<file path="src/rtl/uart_tx_fifo.sv">
// Transmit byte queue feeding a UART transmitter.
// Bytes are pushed from the bus side into a power-of-two FIFO. One byte at a
// time is popped and launched with a single-cycle tx_start. The next byte is
// not launched until the transmitter reports tx_end.
module uart_tx_fifo #(
  parameter int DEPTH  = 16,
  parameter int ADDR_W = 4
) (
  input  logic              clk,
  input  logic              reset,
  input  logic              wr_en,
  input  logic [7:0]        wr_data,
  input  logic              flush,
  input  logic              tx_en,
  output logic              full,
  output logic              empty,
  output logic [ADDR_W:0]   count,
  output logic              overflow,
  output logic              tx_start,
  output logic [7:0]        tx_data,
  input  logic              tx_busy,
  input  logic              tx_end
);

  typedef enum logic [0:0] {
    ST_IDLE = 1'b0,
    ST_WAIT = 1'b1
  } state_t;

  localparam logic [ADDR_W:0]   CNT_ZERO = {(ADDR_W+1){1'b0}};
  localparam logic [ADDR_W:0]   CNT_ONE  = {{ADDR_W{1'b0}}, 1'b1};
  localparam logic [ADDR_W:0]   CNT_FULL = (ADDR_W+1)'(DEPTH);
  localparam logic [ADDR_W-1:0] PTR_ZERO = {ADDR_W{1'b0}};
  localparam logic [ADDR_W-1:0] PTR_ONE  = {{(ADDR_W-1){1'b0}}, 1'b1};

  logic [7:0]        mem_r [DEPTH];
  logic [ADDR_W-1:0] wr_ptr_r;
  logic [ADDR_W-1:0] rd_ptr_r;
  logic [ADDR_W:0]   count_r;
  logic              full_r;
  logic              empty_r;
  logic              overflow_r;
  logic              tx_start_r;
  logic [7:0]        tx_data_r;
  state_t            state_r;

  logic              push_s;
  logic              drop_s;
  logic              launch_s;
  logic [ADDR_W:0]   count_nxt_s;
  state_t            state_nxt_s;
  logic              tx_start_nxt_s;
  logic [7:0]        tx_data_nxt_s;

  // The full check uses the registered flag, so a write into a full queue is
  // dropped even when a launch frees a slot in the same cycle.
  assign push_s   = wr_en && !full_r && !flush;
  assign drop_s   = wr_en &&  full_r && !flush;
  // Flush suppresses a launch; tx_busy only matters while idle.
  assign launch_s = (state_r == ST_IDLE) && !empty_r && tx_en && !tx_busy && !flush;

  // Next occupancy: flush clears, push and pop in the same cycle cancel.
  always_comb begin
    count_nxt_s = count_r;
    if (flush) begin
      count_nxt_s = CNT_ZERO;
    end else if (push_s && !launch_s) begin
      count_nxt_s = count_r + CNT_ONE;
    end else if (!push_s && launch_s) begin
      count_nxt_s = count_r - CNT_ONE;
    end else begin
      count_nxt_s = count_r;
    end
  end

  // Launch FSM: next state and next values of the registered launch outputs.
  always_comb begin
    state_nxt_s    = state_r;
    tx_start_nxt_s = 1'b0;
    tx_data_nxt_s  = tx_data_r;
    case (state_r)
      ST_IDLE: begin
        if (launch_s) begin
          tx_start_nxt_s = 1'b1;
          tx_data_nxt_s  = mem_r[rd_ptr_r];
          state_nxt_s    = ST_WAIT;
        end else begin
          state_nxt_s    = ST_IDLE;
        end
      end
      ST_WAIT: begin
        if (tx_end) begin
          state_nxt_s = ST_IDLE;
        end else begin
          state_nxt_s = ST_WAIT;
        end
      end
      default: begin
        state_nxt_s = ST_IDLE;
      end
    endcase
  end

  // FSM state and launch output registers.
  always_ff @(posedge clk) begin
    if (reset) begin
      state_r    <= ST_IDLE;
      tx_start_r <= 1'b0;
      tx_data_r  <= 8'h00;
    end else begin
      state_r    <= state_nxt_s;
      tx_start_r <= tx_start_nxt_s;
      tx_data_r  <= tx_data_nxt_s;
    end
  end

  // Pointers, occupancy, status flags and the overflow pulse.
  always_ff @(posedge clk) begin
    if (reset) begin
      wr_ptr_r   <= PTR_ZERO;
      rd_ptr_r   <= PTR_ZERO;
      count_r    <= CNT_ZERO;
      full_r     <= 1'b0;
      empty_r    <= 1'b1;
      overflow_r <= 1'b0;
    end else begin
      if (flush) begin
        wr_ptr_r <= PTR_ZERO;
        rd_ptr_r <= PTR_ZERO;
      end else begin
        if (push_s) begin
          wr_ptr_r <= wr_ptr_r + PTR_ONE;
        end
        if (launch_s) begin
          rd_ptr_r <= rd_ptr_r + PTR_ONE;
        end
      end
      count_r    <= count_nxt_s;
      full_r     <= (count_nxt_s == CNT_FULL);
      empty_r    <= (count_nxt_s == CNT_ZERO);
      overflow_r <= drop_s;
    end
  end

  // Byte storage; contents are deliberately left unreset.
  always_ff @(posedge clk) begin
    if (push_s && !reset) begin
      mem_r[wr_ptr_r] <= wr_data;
    end
  end

  assign full     = full_r;
  assign empty    = empty_r;
  assign count    = count_r;
  assign overflow = overflow_r;
  assign tx_start = tx_start_r;
  assign tx_data  = tx_data_r;

endmodule

</file>
<file path="config.mk">
export PLATFORM = sky130hd
export DESIGN_NAME = uart_tx_fifo
export DESIGN_NICKNAME = d
export VERILOG_FILES = /design/src/rtl/uart_tx_fifo.sv
export SDC_FILE = /design/constraint.sdc
export NUM_CORES = 1
export LEC_CHECK = 0
export BUFFER_PORTS_ARGS = -buffer_cell sky130_fd_sc_hd__buf_4
export CAP_MARGIN = 20
export CORE_ASPECT_RATIO = 1.75
export CORE_MARGIN = 2
export CORE_UTILIZATION = 40
export DETAILED_ROUTE_END_ITERATION = 8
export HOLD_SLACK_MARGIN = 0.05
export PLACE_DENSITY = 0.57
export SLEW_MARGIN = 5
export SYNTH_ARGS = -nofsm -noshare
export SYNTH_HDL_FRONTEND = slang
export SYNTH_SLANG_ARGS = --single-unit
</file>
<file path="constraint.sdc">
create_clock -name clk -period 4.2 [get_ports clk]
set_clock_uncertainty 0.2 [all_clocks]
set_input_delay 0.84 -clock clk [delete_from_list [all_inputs] [get_ports clk]]
set_output_delay 0.84 -clock clk [all_outputs]
set_load 0.02 [all_outputs]
</file>
==> results.py <==
metrics = {
    "clock_tree": {
        "cts.path.max_buffers": 2,
        "cts_tree": "yes",
        "cts_hold_buf": 0,
        "cts_htree_levels": 4,
        "clock_latency_ns": 0.41,
        "cts_buffers": 17,
        "clock-sinks": 154,
        "post_cts_buffers": 0,
        "path_clk_slew_ns": 0.07,
        "cts.repair.resized": 0,
        "clockRootBuffer": "clkbuf_16",
    },
    "sta": {
        "worst_pin_slew_ns": 0.7405,
        "relSlewSlack": 0.5051,
        "hold_slack_ns": 0.2753,
        "rsz0062_at_grt": "no",
        "fin_crit_sh": 0.6149,
        "final_hold_viol_count": 0,
        "period_needed_ns": 2.583,
        "slew_violations": 0,
        "finalSetupTns_ns": 0,
        "finalSetupViolations": 0,
        "clock.fmax_mhz": 387.2,
    },
    "synthesis": {
        "synth_top_family_by_area": "multiplexers",
        "yosys-top-cells-area": "edfxtp_1, mux4_2, dfxtp_1",
        "synth_edf_count": 128,
        "synth-simple-area-share": 0.06650,
        "avgSynthCellArea_um2": 17.08,
        "synth_compound_area_frac": 0.04454,
        "synth-adder-area-share": 0.01437,
        "synth.most_common_cell": "edfxtp_1",
        "synthCells": 357,
        "seq_area_frac_synth": 0.7159,
        "synth-xor-area-share": 0.01437,
        "synth_top_area_frac": 0.6305,
        "synth_mux_area_frac": 0.1215,
        "synth_seq_cells": 154,
        "async_flop_share": 0,
        "ys_types": 38,
        "syn_nets": 379,
        "ys_warn_count": 0,
        "yosys_most_used_dff": "edfxtp_1",
        "synthTopCellsByCount": "edfxtp_1, nor2_1, mux4_2",
        "synth_top_area_cell": "edfxtp_1",
        "syn_area_um2": 6096,
    },
    "route": {
        "vias_per_cell": 5.219,
        "drt_iter0_drc": 228,
        "drc": 0,
        "drt-total-wl_um": 12450,
        "ant_nets": 0,
        "vias": 3074,
        "firstDrtPassIters": 4,
        "wl_per_cell_um": 21.13,
    },
    "status": {
        "status": "finished, final reports clean",
    },
    "global_routing": {
        "grt_pass1_wl_um": 19100,
        "grt_usage": 0.1617,
        "grt_start_max_net_pins": 36,
        "antenna_found_initial": 0,
        "overflow": 0,
        "grt_pass1_vias": 3247,
    },
    "critical_path": {
        "crit_fanout": 24,
        "worstPathArrival_ns": 2.70,
        "rrSetupSlack_ns": 1.62,
        "worstPathRequired_ns": 4.31,
        "cp-start-kind": "register",
        "startpoint": "rd_ptr_r[0]",
        "ff2ff_path_depth": 6,
        "crit_path_end": "tx_data[1]",
        "endpoint_kind": "register",
        "crit_type": "register to register",
        "r2r-end": "tx_data[1]",
        "worstReg2RegStart": "rd_ptr_r[0]",
    },
    "floorplanning": {
        "die_h_um": 167.3,
        "die-area_um2": 16280,
        "start_util": 0.4088,
        "core_um2": 14910,
        "num_rows": 59,
        "fp.dieW_um": 97.32,
        "ios": 32,
    },
    "power": {
        "vdd_drop_max_mv": 0.2977,
        "pwr_density_cell_nw_per_um2": 460.1,
        "p_leak_uw": 0.002319,
    },
    "placement": {
        "dp_hpwl_um": 8651,
        "placed_cells": 557,
        "io_buffers": 31,
        "place.gp.congestion": 0.7728,
    },
    "layout": {
        "area_delta_synth_final_pct": 16.28,
        "layoutNonFillerInstCount": 589,
        "antenna_cells": 0,
        "fin_nets": 415,
        "drive_gt1_frac": 0.2685,
    },
    "run": {
        "cap_violations": 0,
    },
    "worst_hold_path": {
        "hold_class": "register to register",
    },
}
## how the worst min path moves through the flow
stage	start	endpoint	slack, ns	depth (start not counted)
after global placement	tx_data[0]	tx_data[0]	0.28	2
after detailed placement	full	overflow	0.27	2
after floorplan	state_r	state_r	0.25	2
after CTS	full	overflow	0.28	2
after global routing	full	overflow	0.30	2
final	full	overflow	0.28	2
## flip-flops by register name (all words and copies together) (netlist names)
register	flops
tx_data	8
full	1
state_r	1
tx_start	1
empty	1
count	5
mem_r	128
wr_ptr_r	4
rd_ptr_r	4
overflow	1
## cell families after synthesis
kind of cell,Yosys count
buf+inv,26
fa+ha+maj,7
mux,34
flops,154
compound gates,43
xor+xnor,10
simple gates,83
## metrics by stage
| stage | total power, uW | area (um^2) | util | worst slack [ns] |
|---|---|---|---|---|
| 3_5_place_dp | 1779 | 6491 | 0.4353 | 1.175 |
| 2_1_floorplan | 1731 | 6096 | - | 1.506 |
| 6_report | 3261 | 7088 | 0.4753 | 1.617 |
| 5_1_grt | 3365 | 7088 | 0.4753 | 1.418 |
| 4_1_cts | 3295 | 7088 | 0.4753 | 1.560 |
| 3_3_place_gp | 1777 | 6491 | 0.4353 | 1.233 |
## critical path, cell delays in order, from the launching register on
cell     delay, ns
dfxtp_2       0.56
buf_4         0.49
mux4_2        0.64
a22oi_1       0.25
a21oi_1       0.12
a21oi_1       0.15
nor2_1        0.05
## metal layers
layer / global-route usage / part of all wire / vias up
li1: - / - / 1459
met1: 0.1732 / 0.37 / 1553
met2: 0.3107 / 0.59 / 53
met3: 0.03130 / 0.027 / 9
met4: 0.05978 / 0.013 / 0
met5: 0 / 0 / -
## report_power, final
group,total [uW],internal (uW),switching (uW)
Combinational,81.0,28.4,52.5
Clock,1520,852,666
Sequential,1660,1660,5.14
## layout make-up
class,instances,area [um^2]
Fill cell,1260,7824
Sequential cell,154,4365
Multi-Input combinational cell,177,1593
Clock buffer,17,425.4
Timing Repair Buffer,38,285.3
Tap cell,183,229.0
Clock inverter,15,171.4
Inverter,5,18.77
## placed cells by master (no fill, tap or decap), types with 3 or more instances in the layout
cell       netlist  routed
nand2b_1         4       4
xnor2_1          4       4
a21oi_1         19      19
inv_1            5       5
inv_8            0       5
edfxtp_1       128     128
mux4_2          32      32
ha_1             7       7
nand2_1         15      15
dfxtp_1         26      25
nor3_1           6       6
nor2b_1          4       4
clkbuf_16        0      17
nand4_1          6       6
inv_6            0       5
buf_4            1      38
nor2_1          36      36
xor2_1           6       6
a22oi_1         16      16
o21ai_1          3       3
(Power assumes the default switching activity.)
